<file path="src/rtl/execute_hazard_controller.sv">
// Purpose : execute-stage hazard control. Forwarding selects, load-use bubble, wrong-path flush after redirect.
// Latency : outputs are combinational from state, scoreboard and decode inputs; forwarding selects take effect the same cycle.
// Backpres: one-cycle stallFetch/stallDecode on load-use. A flush never stalls fetch, it only bubbles execute.
//
// Ports:
//   clk, reset                 clock and synchronous active-high reset
//   idValid, idOpcode          decode-stage instruction valid and opcode
//   idRs1, idRs2, idRd         decode-stage register indices
//   pcWriteEnable              execute-stage PC redirect (taken branch, jal, jalr)
//   stallFetch, stallDecode    hold PC/fetch register and decode register
//   hazard                     inject a bubble into execute this cycle
//   forward0Sel, forward1Sel   operand source: 0 regfile, 1 execute ALU result, 2 writeback data
//   flushActive                redirect squash window in progress
module execute_hazard_controller #(
   parameter int RegAddrWidth = 5,
   parameter int FlushCycles  = 2
) (
   input  logic                    clk,
   input  logic                    reset,
   input  logic                    idValid,
   input  logic [6:0]              idOpcode,
   input  logic [RegAddrWidth-1:0] idRs1,
   input  logic [RegAddrWidth-1:0] idRs2,
   input  logic [RegAddrWidth-1:0] idRd,
   input  logic                    pcWriteEnable,
   output logic                    stallFetch,
   output logic                    stallDecode,
   output logic                    hazard,
   output logic [1:0]              forward0Sel,
   output logic [1:0]              forward1Sel,
   output logic                    flushActive
);

   localparam logic [6:0] OpR      = 7'b0110011;
   localparam logic [6:0] OpImm    = 7'b0010011;
   localparam logic [6:0] OpLoad   = 7'b0000011;
   localparam logic [6:0] OpStore  = 7'b0100011;
   localparam logic [6:0] OpBranch = 7'b1100011;
   localparam logic [6:0] OpJal    = 7'b1101111;
   localparam logic [6:0] OpJalr   = 7'b1100111;
   localparam logic [6:0] OpLui    = 7'b0110111;
   localparam logic [6:0] OpAuipc  = 7'b0010111;

   localparam logic [1:0] CntReload = 2'(FlushCycles - 1);

   typedef enum logic [1:0] {
      ST_RUN,
      ST_STALL,   // cycle after a load-use bubble: the held instruction replays
      ST_FLUSH
   } state_t;

   typedef struct packed {
      logic                    vld;
      logic [RegAddrWidth-1:0] rd;
      logic                    is_load;
   } sb_entry_t;

   state_t    state_q, state_d;
   logic [1:0] cnt_q, cnt_d;
   sb_entry_t ex_q, ex_d;
   sb_entry_t wb_q;

   // ---------------- opcode class ----------------
   logic writes_rd, reads_rs1, reads_rs2, is_load;

   always_comb begin
      writes_rd = 1'b0;
      reads_rs1 = 1'b0;
      reads_rs2 = 1'b0;
      is_load   = 1'b0;
      case (idOpcode)
         OpR:      begin writes_rd = 1'b1; reads_rs1 = 1'b1; reads_rs2 = 1'b1; end
         OpImm:    begin writes_rd = 1'b1; reads_rs1 = 1'b1; end
         OpLoad:   begin writes_rd = 1'b1; reads_rs1 = 1'b1; is_load = 1'b1; end
         OpStore:  begin reads_rs1 = 1'b1; reads_rs2 = 1'b1; end
         OpBranch: begin reads_rs1 = 1'b1; reads_rs2 = 1'b1; end
         OpJalr:   begin writes_rd = 1'b1; reads_rs1 = 1'b1; end
         OpJal, OpLui, OpAuipc: writes_rd = 1'b1;
         default:  ;
      endcase
   end

   // ---------------- operand matching ----------------
   // An operand only participates when the instruction is valid, reads it, and it is not x0.
   logic use_rs1, use_rs2;
   logic ex_hit1, ex_hit2, wb_hit1, wb_hit2;
   logic load_use;

   assign use_rs1 = idValid && reads_rs1 && (idRs1 != '0);
   assign use_rs2 = idValid && reads_rs2 && (idRs2 != '0);
   assign ex_hit1 = use_rs1 && ex_q.vld && (ex_q.rd == idRs1);
   assign ex_hit2 = use_rs2 && ex_q.vld && (ex_q.rd == idRs2);
   assign wb_hit1 = use_rs1 && wb_q.vld && (wb_q.rd == idRs1);
   assign wb_hit2 = use_rs2 && wb_q.vld && (wb_q.rd == idRs2);

   // A load in execute has no result yet, so it cannot forward and must bubble its consumer.
   assign load_use = (ex_hit1 || ex_hit2) && ex_q.is_load;

   logic [1:0] fwd0_raw, fwd1_raw;

   always_comb begin
      fwd0_raw = 2'd0;
      fwd1_raw = 2'd0;
      if (ex_hit1 && !ex_q.is_load) fwd0_raw = 2'd1;
      else if (wb_hit1)             fwd0_raw = 2'd2;
      if (ex_hit2 && !ex_q.is_load) fwd1_raw = 2'd1;
      else if (wb_hit2)             fwd1_raw = 2'd2;
   end

   // ---------------- control ----------------
   logic in_flush, load_stall;

   assign in_flush   = (state_q == ST_FLUSH);
   // A redirect in the same cycle makes the consumer wrong-path, so the bubble is dropped.
   assign load_stall = !in_flush && load_use && !pcWriteEnable;

   always_comb begin
      state_d = state_q;
      cnt_d   = cnt_q;
      unique case (state_q)
         ST_RUN, ST_STALL: begin
            if (pcWriteEnable) begin
               state_d = ST_FLUSH;
               cnt_d   = CntReload;
            end else if (load_stall) begin
               state_d = ST_STALL;
            end else begin
               state_d = ST_RUN;
            end
         end
         ST_FLUSH: begin
            if (pcWriteEnable) begin
               cnt_d = CntReload;
            end else if (cnt_q == 2'd0) begin
               state_d = ST_RUN;
            end else begin
               cnt_d = cnt_q - 2'd1;
            end
         end
         default: begin
            state_d = ST_RUN;
            cnt_d   = 2'd0;
         end
      endcase
   end

   // Decode instruction enters the scoreboard unless bubbled or squashed.
   always_comb begin
      ex_d = '0;
      if (!load_stall && !in_flush) begin
         ex_d.vld     = idValid && writes_rd && (idRd != '0);
         ex_d.rd      = idRd;
         ex_d.is_load = is_load;
      end
   end

   always_ff @(posedge clk) begin
      if (reset) begin
         state_q <= ST_RUN;
         cnt_q   <= 2'd0;
         ex_q    <= '0;
         wb_q    <= '0;
      end else begin
         state_q <= state_d;
         cnt_q   <= cnt_d;
         ex_q    <= ex_d;
         wb_q    <= ex_q;
      end
   end

   // ---------------- outputs ----------------
   // Gated with reset so outputs are quiet during reset regardless of prior state.
   assign stallFetch  = !reset && load_stall;
   assign stallDecode = !reset && load_stall;
   assign hazard      = !reset && (load_stall || in_flush);
   assign flushActive = !reset && in_flush;
   assign forward0Sel = (reset || hazard) ? 2'd0 : fwd0_raw;
   assign forward1Sel = (reset || hazard) ? 2'd0 : fwd1_raw;

endmodule

</file>
<file path="config.mk">
export PLATFORM = sky130hd
export DESIGN_NAME = execute_hazard_controller
export DESIGN_NICKNAME = d
export VERILOG_FILES = /design/src/rtl/execute_hazard_controller.sv
export SDC_FILE = /design/constraint.sdc
export NUM_CORES = 1
export LEC_CHECK = 0
export CORE_UTILIZATION = 30
export DETAILED_ROUTE_END_ITERATION = 10
export PLACE_DENSITY_LB_ADDON = 0.08
export SLEW_MARGIN = 0
export SYNTH_ARGS = -nofsm -noshare
export SYNTH_HDL_FRONTEND = slang
export SYNTH_SLANG_ARGS = --single-unit
export TNS_END_PERCENT = 100
</file>
<file path="constraint.sdc">
create_clock -name clk -period 3 [get_ports clk]
set_clock_uncertainty 0.1 [all_clocks]
set_input_delay 0.75 -clock clk [delete_from_list [all_inputs] [get_ports clk]]
set_output_delay 0.75 -clock clk [all_outputs]
set_load 0.005 [all_outputs]
</file>
# Word level (Yosys, flattened, before mapping)
# Cells that the tools add are included.
dict set report word_totals {
  reg_bits 17
  latchBits 0
  ram_bits 0
  romBits 0
  in_bits 26
  out_inout_bits 8
  mem_count 0
}
dict set report op_classes {
  add_sub_neg 1
  mul 0
  div_mod_pow 0
  order_cmp 0
  n_eq_ne 19
  shifts 0
  muxes 19
  n_bitwise 1
  n_reduce_logical 43
}
# op n
set op_table {}
lappend op_table {{$mux 2} 12}
lappend op_table {{$logic_and 1x1->1} 23}
lappend op_table {{$eq 7x6->1 const B} 3}
lappend op_table {{$eq 7x7->1 const B} 3}
lappend op_table {{$eq 5x5->1} 4}
lappend op_table {{$reduce_bool 5->1} 3}
lappend op_table {{$eq 7x5->1 const B} 2}
lappend op_table {{$pmux 2 s2} 2}
lappend op_table {{$eq 7x2->1 const B} 1}
lappend op_table {{$reduce_or 7->1} 1}
lappend op_table {{$reduce_or 6->1} 1}
lappend op_table {{$logic_not 1->1} 5}
lappend op_table {{$mux 1} 5}
lappend op_table {{$logic_not 2->1} 2}
lappend op_table {{$ne 2x2->1 const B} 2}
lappend op_table {{$reduce_and 2->1} 2}
lappend op_table {{$reduce_or 2->1} 2}
lappend op_table {{$logic_or 1x1->1} 3}
lappend op_table {{$ne 3x3->1 const B} 1}
lappend op_table {{$reduce_or 3->1} 1}
lappend op_table {{$eq 2x1->1 const B} 1}
lappend op_table {{$eq 2x2->1 const B} 1}
lappend op_table {{$ne 2x1->1 const B} 1}
lappend op_table {{$sub 2x1->2 const B} 1}
lappend op_table {{$not 1->1} 1}

# Depth between registers and ports, before layout
# Gate-level depths: netlist of the first run.
dict set report depth {
  depth_word 15
  mapped_depth 6
}

# Worst setup path before layout of the first run
# OpenSTA, ideal clock, no wires.
dict set report synth_timing {
  path_kind {input port to output port}
  from {input idOpcode[3]}
  to {output stallFetch}
  t_arrival_ns 2.219
  setup_slack_ns -0.069
  stages 5
  path_buffers 1
  cell_sequence {nand4b_4 > or3b_1 > or4_4 > a211oi_1 > buf_4}
}
dict set report synth_via {
  elab_chain_cells 12
  elab_cells_between_ends 23
}
# element line
set synth_rtl {}
lappend synth_rtl {{start: declaration} 21} ;# input logic [6:0] idOpcode,
lappend synth_rtl {{$eq 7x2->1, or another cell as far along} 71} ;# case (idOpcode)
lappend synth_rtl {{$reduce_or 6->1 (no source line) / $reduce_or 3->1 (equally long branches)} -}
lappend synth_rtl {{$mux 1} 71}
lappend synth_rtl {{$logic_and 1x1->1 (on tied branches) (2 in series)} {89, 90}}
lappend synth_rtl {{$logic_and 1x1->1 (on tied branches) (2 in series)} {91, 92}}
lappend synth_rtl {{$logic_or 1x1->1 (*)} 97} ;# assign load_use = (ex_hit1 || ex_hit2) && ex_q.is_load;
lappend synth_rtl {{$logic_and 1x1->1 (*)} 97}
lappend synth_rtl {{$logic_and 1x1->1 (*) (2 in series)} 115} ;# assign load_stall = !in_flush && load_use && !pcWriteEnable;
lappend synth_rtl {{$logic_and 1x1->1 (*)} -}
lappend synth_rtl {{end: declaration} 26} ;# output logic stallFetch,
# Every way passes the cells marked *; elsewhere a longest branch is shown, timed or not.

# Worst setup path in the final report of the first run
dict set report layout_timing {
  from {input idRs1[1]}
  to {output stallDecode}
}
dict set report layout_via {
  elab_chain_cells 9
  elab_cells_between_ends 10
}
# element line
set layout_rtl {}
lappend layout_rtl {{start: declaration} 22} ;# input logic [RegAddrWidth-1:0] idRs1,
lappend layout_rtl {{$reduce_bool 5->1} 89} ;# assign use_rs1 = idValid && reads_rs1 && (idRs1 != '0);
lappend layout_rtl {{$logic_and 1x1->1} 89}
lappend layout_rtl {{$logic_and 1x1->1} 91} ;# assign ex_hit1 = use_rs1 && ex_q.vld && (ex_q.rd == idRs1);
lappend layout_rtl {{$logic_and 1x1->1 (*)} 91}
lappend layout_rtl {{$logic_or 1x1->1 (*)} 97}
lappend layout_rtl {{$logic_and 1x1->1 (*)} 97}
lappend layout_rtl {{$logic_and 1x1->1 (*) (2 in series)} 115}
lappend layout_rtl {{$logic_and 1x1->1 (*)} 174} ;# assign stallDecode = !reset && load_stall;
lappend layout_rtl {{end: declaration} 27} ;# output logic stallDecode,
# Marked as above.

==> results.txt, run 1 <==
----------------------------------------------------
[Timing]
  Worst setup margin ... -126.5 ps
  Unrepaired setup endpoints after global routing ... yes
  Actual slew at the worst max-slew pin ... 354.2 ps
  Final period demand of the worst path ... 3126 ps
  Final-report max-slew violation count ... 0
  Period utilization ... 104.2%
  Final hold vios ... 0
  FMAX ... 319.8 MHz
  Setup violations, final ... 6
  Worst slew margin relative to its limit ... between 70% and 80%
  Worst slack on hold paths ... 410.2 ps
  Total negative slack for setup checks ... -421.5 ps

[Critical path]
  Critical-path maximum fanout ... 3
  Required @ worst endpoint ... ~2200 ps
  Data arrival time of the critical path ... 2280 ps
  Kind of launch point of the worst setup path ... input port
  Critical path endpoint category ... output port
  Startpoint-to-endpoint class of the critical path ... input port to output port

[Synth]
  Post-Synth Simple-Gate Area ... 26.08%
  Compound-cell area share of the yosys netlist ... 18.48%
  Cell variety after synth ... 33
  Proportion of synthesized chip area in sequential cells ... 31.81%
  Fraction of synthesized cell area in xor and xnor cells ... 17.19%
  Most instantiated flip-flop cell in the synthesis netlist ... dfxtp_1
  Synth Warn # ... 0
  Synthesized instance count ... 124
  Async S/R FF share, synth ... 0%
  Commonest cells in the netlist ... dfxtp_1, xnor2_1, inv_1
  Most frequently used cell type in the post-synthesis netlist ... dfxtp_1
  Fraction of synthesized area in multiplexers ... 0%
  Synthesis-stage register bit count ... 17
  Avg Synthesized Cell Area ... 8.627 um^2
  Cell area after synthesis ... around 1100 um^2
  Number of enable-type register cells in the synthesized netlist ... 0
  Largest area contributor in the synthesized netlist ... dfxtp_1
  Synth top area cells ... dfxtp_1, xnor2_1, xor2_1, a211oi_1, nor2b_1
  Synth Area in Adders ... 1.170%
  Main combinational cell family by area after synthesis ... simple AND/OR/NAND/NOR gates
  Post-synthesis net count ... 151
  Synth top area share ... 31.81%

[Floorplan]
  Width of the die ... 61.72 um
  Io pins ... 34
  Std cell rows ... 21
  Die outline area ... approximately 3800 um^2
  Die span in y ... just over 60 um
  Initial core utilization ... a little under a third
  Area of the core region ... 3363 um^2

[Pwr]
  VDD IR-drop max ... roughly 0.13 mV
  Share of total power in sequential cells ... 47.0%
  Total net switching power ... 0.1479 mW
  Power share of the clock group ... between 20 and 25%
  Internal power ... 0.3672 mW
  Gate power share ... 28.3%
  Static Leak ... 0.7605 nW
  Power per cell area ... 280.2 nW/um^2
  Switching power share of the total ... 28.71%

[Clock tree]
  H-tree depth ... 1
  CTS clock-pin slew for the worst setup and hold paths ... 100 ps
  Inserted Clock Buffers ... 3
  Buffer type at the clock tree root ... clkbuf_4
  Clock tree from TritonCTS ... done
  Clock sinks ... 17
  Hold bufs inserted after CTS ... 0
  Clock insertion delay at the later pin of the skew report ... 300 ps
  Maximum buffer depth of the clock tree ... 2

[Finish]
  Final nets ... 225
  Ant diodes ... 0
  Synthesis-to-finish area growth ... 71.81%
  Ratio of cells with drive above 1 in the final layout ... 42.64%

[Drt]
  Via density ... 4.856
  DRC viols ... 0
  Iter 0 DRT Violations ... 22
  Via Count ... between 1,000 and 1,500
  Count of antenna-violating nets left after detailed routing ... 0
  DR WL/cell ... roughly 13 um
  Sum of routed wire length over all layers ... 3196 um
  Drt first pass iters ... 4

[Min path]
  Hold WC Path Type ... register to register

[GRT]
  Overall Global Routing Usage ... a little under a fifth
  Number of global-route vias before repair ... approximately 1,200
  Grt ovf ... 0
  Global-route track usage on met2 ... 33.18%
  Met1 track demand over resource ... approximately a quarter
  GRT Max-Usage Layer ... met2
  Met3 Use GR ... under 10%
  Initial antenna violation count ... 0
  Global-route wire length before repair ... 5271 um
  Maximum number of pins on one net before global-route repair ... 12

[Outcome]
  Violated checks ... setup timing
  Result of the run ... finished with violations

[Place]
  Port-buffer cells ... 33
  Dpl hpwl ... 2502 um
  Placer's final routability congestion estimate ... between 0.7 and 0.8

[Run]
  Max-cap check violation count ... 0

----------------------------------------------------
[area by class of cell]
cell class	instances	area, um^2
Tap cell	46	57.56
Fill cell	338	1525
Clock buffer	3	22.52
Inverter	10	37.54
Sequential cell	17	340.3
Multi-Input combinational cell	93	794.5
Clock inverter	1	5.005
Timing Repair Buffer	73	580.6
[worst max-delay path: stages]
cell and delay, ps:
buf_12 110, xnor2_4 160, or3b_4 410, or4_4 460, a211oi_2 240, buf_2 150
[per-stage QoR]
step	cell area, um^2	std cells	power, mW	setup WS [ps]	utilization [%]
CTS	1785	240	0.5114	-203.1	53.09
floorplan	1075	124	0.2968	13.34	-
detailed placement	1677	230	0.3816	-956.9	49.85
global placement	1677	230	0.3792	-930.2	49.85
finish	1838	243	0.5151	-126.5	54.65
global route	1838	243	0.5437	-200.9	54.65
[cells in the final DEF (no fill, tap or decap), types with 5 or more instances in the layout]
cell type | Yosys | routed
a211oi_1 | 8 | 7
buf_6 | 0 | 7
clkdlybuf4s50_1 | 0 | 8
nor2b_1 | 8 | 8
xor2_1 | 8 | 8
dfxtp_1 | 17 | 17
buf_2 | 0 | 13
dlygate4sd2_1 | 0 | 5
inv_1 | 10 | 10
buf_4 | 1 | 35
xnor2_1 | 13 | 12
[routing by layer]
| layer | up-vias | part of all wire [%] |
|---|---|---|
| met4 | 0 | 0.59 |
| met3 | 2 | 3.8 |
| met5 | - | 0 |
| met1 | 565 | 45 |
| met2 | 19 | 50 |
| li1 | 594 | - |
[registers in the layout (all words and copies together) (netlist names)]
signal / flops
wb_q: 6
ex_q: 7
state_q: 2
cnt_q: 2
[logic make-up after synthesis]
group,count (synthesis)
flip-flops,17
AO/OA/AOI/OAI,24
adder cells (fa/ha/maj),1
XOR/XNOR,21
AND/OR/NAND/NOR,47
buffers and inverters,14
[power by group through the flow]
stage               Sequential [mW]  Clock, mW  Combinational (mW)
global placement              0.246          0               0.133
global route                  0.243      0.142               0.158
finish                        0.242      0.127               0.146
detailed placement            0.246          0               0.135
CTS                           0.241      0.131               0.139
floorplan                     0.246          0              0.0509
[repair_timing]
item                                    4_1_cts  5_1_grt
hold endpoints to repair                      0        0
setup buffers                                 6        3
pin swaps                                    20       12
endpoints found under the setup margin        7        8
resized for setup                            97       15
[path summary, 6_finish.rpt]
check / depth (start not counted) / end / slack [ps] / start
min reg2reg: 1 / wb_q[1] / 410 / ex_q[1]
max: 6 / stallDecode / -130 / idRs1[1]
max reg2reg: 5 / state_q[0] / 880 / ex_q[2]
min: 1 / wb_q[1] / 410 / ex_q[1]
Note: power is estimated with default switching activity, not from simulation.
==> run 2, diff against run 1 <==
Settings changed: CORE_UTILIZATION 30 to 45, SLEW_MARGIN 0 to 20.
==> run 2 against run 1 <==
Register-to-register slack got worse by 80 ps. Clock-buffer cell count unchanged. The run still ends with setup timing left. Worst setup slack got worse by 83 ps. Hold slack improved by 14 ps. Total power decreased by 1.8%. Sequential share of layout area increased by 0.36 points. Die area decreased by 32%.
==> results.txt, run 2 (synthesized netlist as in run 1, its figures left out) <==
----------------------------------------------------
[GRT]
  Initial antenna violation count ... 0 (unchanged)
  Number of global-route vias before repair ... 1,198 (+0.25%)
  Overall Global Routing Usage ... 28.81% (+9.8 points)
  Maximum number of pins on one net before global-route repair ... 12 (unchanged)
  Global-route wire length before repair ... 5499 um (+4.3%)
  Grt ovf ... 0 (unchanged)

[Clock tree]
  Clock sinks ... 17 (unchanged)
  Buffer type at the clock tree root ... clkbuf_4
  Inserted Clock Buffers ... 3 (unchanged)
  CTS clock-pin slew for the worst setup and hold paths ... 90 ps (about the same)
  H-tree depth ... 1 (unchanged)
  Clock insertion delay at the later pin of the skew report ... 300 ps (about the same)
  Clock tree from TritonCTS ... done
  Maximum buffer depth of the clock tree ... 2 (unchanged)

[Finish]
  Ratio of cells with drive above 1 in the final layout ... 43.94% (+1.3 points)
  Synthesis-to-finish area growth ... 68.54%
  Layout Cells excl Fill ... 226 (-7.0%)
  Register containing the most flip-flops in the final layout ... ex_q
  Final nets ... 226 (+0.44%)
  Biggest regs ... ex_q x7, wb_q x6
  Area of the multi-input gates ... 782.0 um^2 (-1.6%)
  Max reg flops ... 7 (unchanged)
  Commonest cells after routing, fill and taps aside ... buf_4, dfxtp_1, buf_2, xnor2_1, inv_1
  Reg area ... 340.3 um^2 (unchanged)
  Most frequent standard cell in the layout excluding fill and tap cells ... buf_4
  Filler cell count in the final layout ... 147 (-57%)
  Final Util ... 80.73% (+26 points)
  Design area ... 1803 um^2 (-1.9%)
  Ant diodes ... 0 (unchanged)

[Critical path]
  CP max-delay cell ... or4_4
  Data arrival time of the critical path ... 2360 ps (+80 ps)
  Required @ worst endpoint ... 2150 ps (about the same)
  CP cell instances ... clkdlybuf4s15_1 > xnor2_1 > nand4_1 > or4_4 > a211oi_2 > buf_4 > buf_6
  Largest stage delay on the critical path ... 570 ps (+110 ps)
  Startpoint-to-endpoint class of the critical path ... input port to output port
  Critical register-to-register path startpoint ... ex_q[2]
  Critical-path maximum fanout ... 2 (-1)
  Kind of launch point of the worst setup path ... input port
  Register-to-register setup slack ... 800 ps (-80 ps)
  Critical path endpoint category ... output port
  Launch point of the worst path ... idRs1[0]

[Drt]
  Sum of routed wire length over all layers ... 3481 um (+8.9%)
  Count of antenna-violating nets left after detailed routing ... 0 (unchanged)
  Drt first pass iters ... 4 (unchanged)
  DR WL/cell ... 15.40 um (+17%)
  Via density ... 5.376 (+11%)
  DRC viols ... 0 (unchanged)
  Iter 0 DRT Violations ... 28 (+27%)
  Via Count ... 1,215 (+3.0%)

[Min path]
  Hold WC Path Type ... register to register
  Start point of the worst min-delay path ... ex_q[1]

[Floorplan]
  Area of the core region ... 2233 um^2 (-34%)
  Std cell rows ... 17 (-19%)
  Io pins ... 34 (unchanged)
  Die span in y ... 50.76 um (-18%)
  Width of the die ... 50.76 um (-18%)
  Initial core utilization ... 47.90% (+16 points)
  Die outline area ... 2576 um^2 (-32%)

[Pwr]
  Gate power share ... 28.1% (-0.2 points)
  Power per cell area ... 280.5 nW/um^2 (+0.10%)
  Total chip power ... 0.5058 mW (-1.8%)
  Power share of the clock group ... 23.8% (-0.9 points)
  Static Leak ... 0.7633 nW (+0.37%)
  Total net switching power ... 0.1421 mW (-3.9%)
  VDD IR-drop max ... 0.3777 mV (+200%)
  Internal power ... 0.3637 mW (-0.96%)
  Switching power share of the total ... 28.10% (-0.61 points)
  Share of total power in sequential cells ... 48.1% (+1.1 points)

[Timing]
  Worst setup margin ... -209.1 ps (-82.65 ps)
  Worst slew margin relative to its limit ... 72.75% (-3.6 points)
  Final period demand of the worst path ... 3209 ps (+82.65 ps)
  Unrepaired setup endpoints after global routing ... yes
  Worst slack on hold paths ... 423.9 ps (+13.71 ps)
  Final-report max-slew violation count ... 0 (unchanged)
  Total negative slack for setup checks ... -698.2 ps (-276.7 ps)
  Final hold vios ... 0 (unchanged)
  FMAX ... 311.6 MHz (-2.6%)
  Setup violations, final ... 6 (unchanged)
  Period utilization ... 107.0% (+2.8 points)
  Actual slew at the worst max-slew pin ... 408.7 ps (+54.46 ps)

[Place]
  Placer's final routability congestion estimate ... 0.8669 (+11%)
  Port-buffer cells ... 33 (unchanged)
  Total instance count after detailed placement ... 211 (-8.3%)
  Dpl hpwl ... 2540 um (+1.5%)
  Worst slack at placement ... -950.0 ps (+6.967 ps)
  Placed Instance Area ... 1647 um^2 (-1.8%)

[Outcome]
  Result of the run ... finished with violations
  Violated checks ... setup timing

[Run]
  Max-cap check violation count ... 0 (unchanged)

----------------------------------------------------
==> run 2: path summary, 6_finish.rpt <==
path | endpoint | depth (start not counted)
max | stallDecode | 7
min | wb_q[1] | 1
max reg2reg | state_q[0] | 6
min reg2reg | wb_q[1] | 1
==> run 2: worst max-delay path: cells and delay by family <==
family | cells | cell delay (ps)
and+or+nand+nor | 2 | 740
buffers and inverters | 3 | 420
AOI/OAI and AO/OA | 1 | 270
xor gates and xnor gates | 1 | 170
==> run 2: timing repair <==
item | 4_1_cts | 5_1_grt
resized for setup | 101 | 9
hold buffers | 0 | 0
buffers inserted | 9 | 2
pin swaps | 18 | 13
endpoints found under the setup margin | 7 | 7
==> run 2: routing by layer <==
layer	track usage, %	routed length [um]	share of wire (%)
met1	35.96	1510	43
met2	51.11	1741	50
met3	2.727	126	3.6
met4	9.722	103	3.0
met5	0	0	0
==> run 2: cell type report <==
cell class	count	area share, %
flip-flops and latches	17	18.88
well taps	28	1.943
inverters	10	2.082
clock buffers	3	1.249
clock inverters	1	0.2776
repair buffers	74	32.20
multi-input cells	93	43.37
==> run 2: power groups by stage <==
| stage | logic (mW) | registers [mW] | clock network (mW) |
|---|---|---|---|
| 2_1_floorplan | 0.0509 | 0.246 | 0 |
| 3_3_place_gp | 0.127 | 0.248 | 0 |
| 3_5_place_dp | 0.131 | 0.248 | 0 |
| 4_1_cts | 0.136 | 0.243 | 0.117 |
| 5_1_grt | 0.152 | 0.244 | 0.131 |
| 6_report | 0.142 | 0.243 | 0.120 |
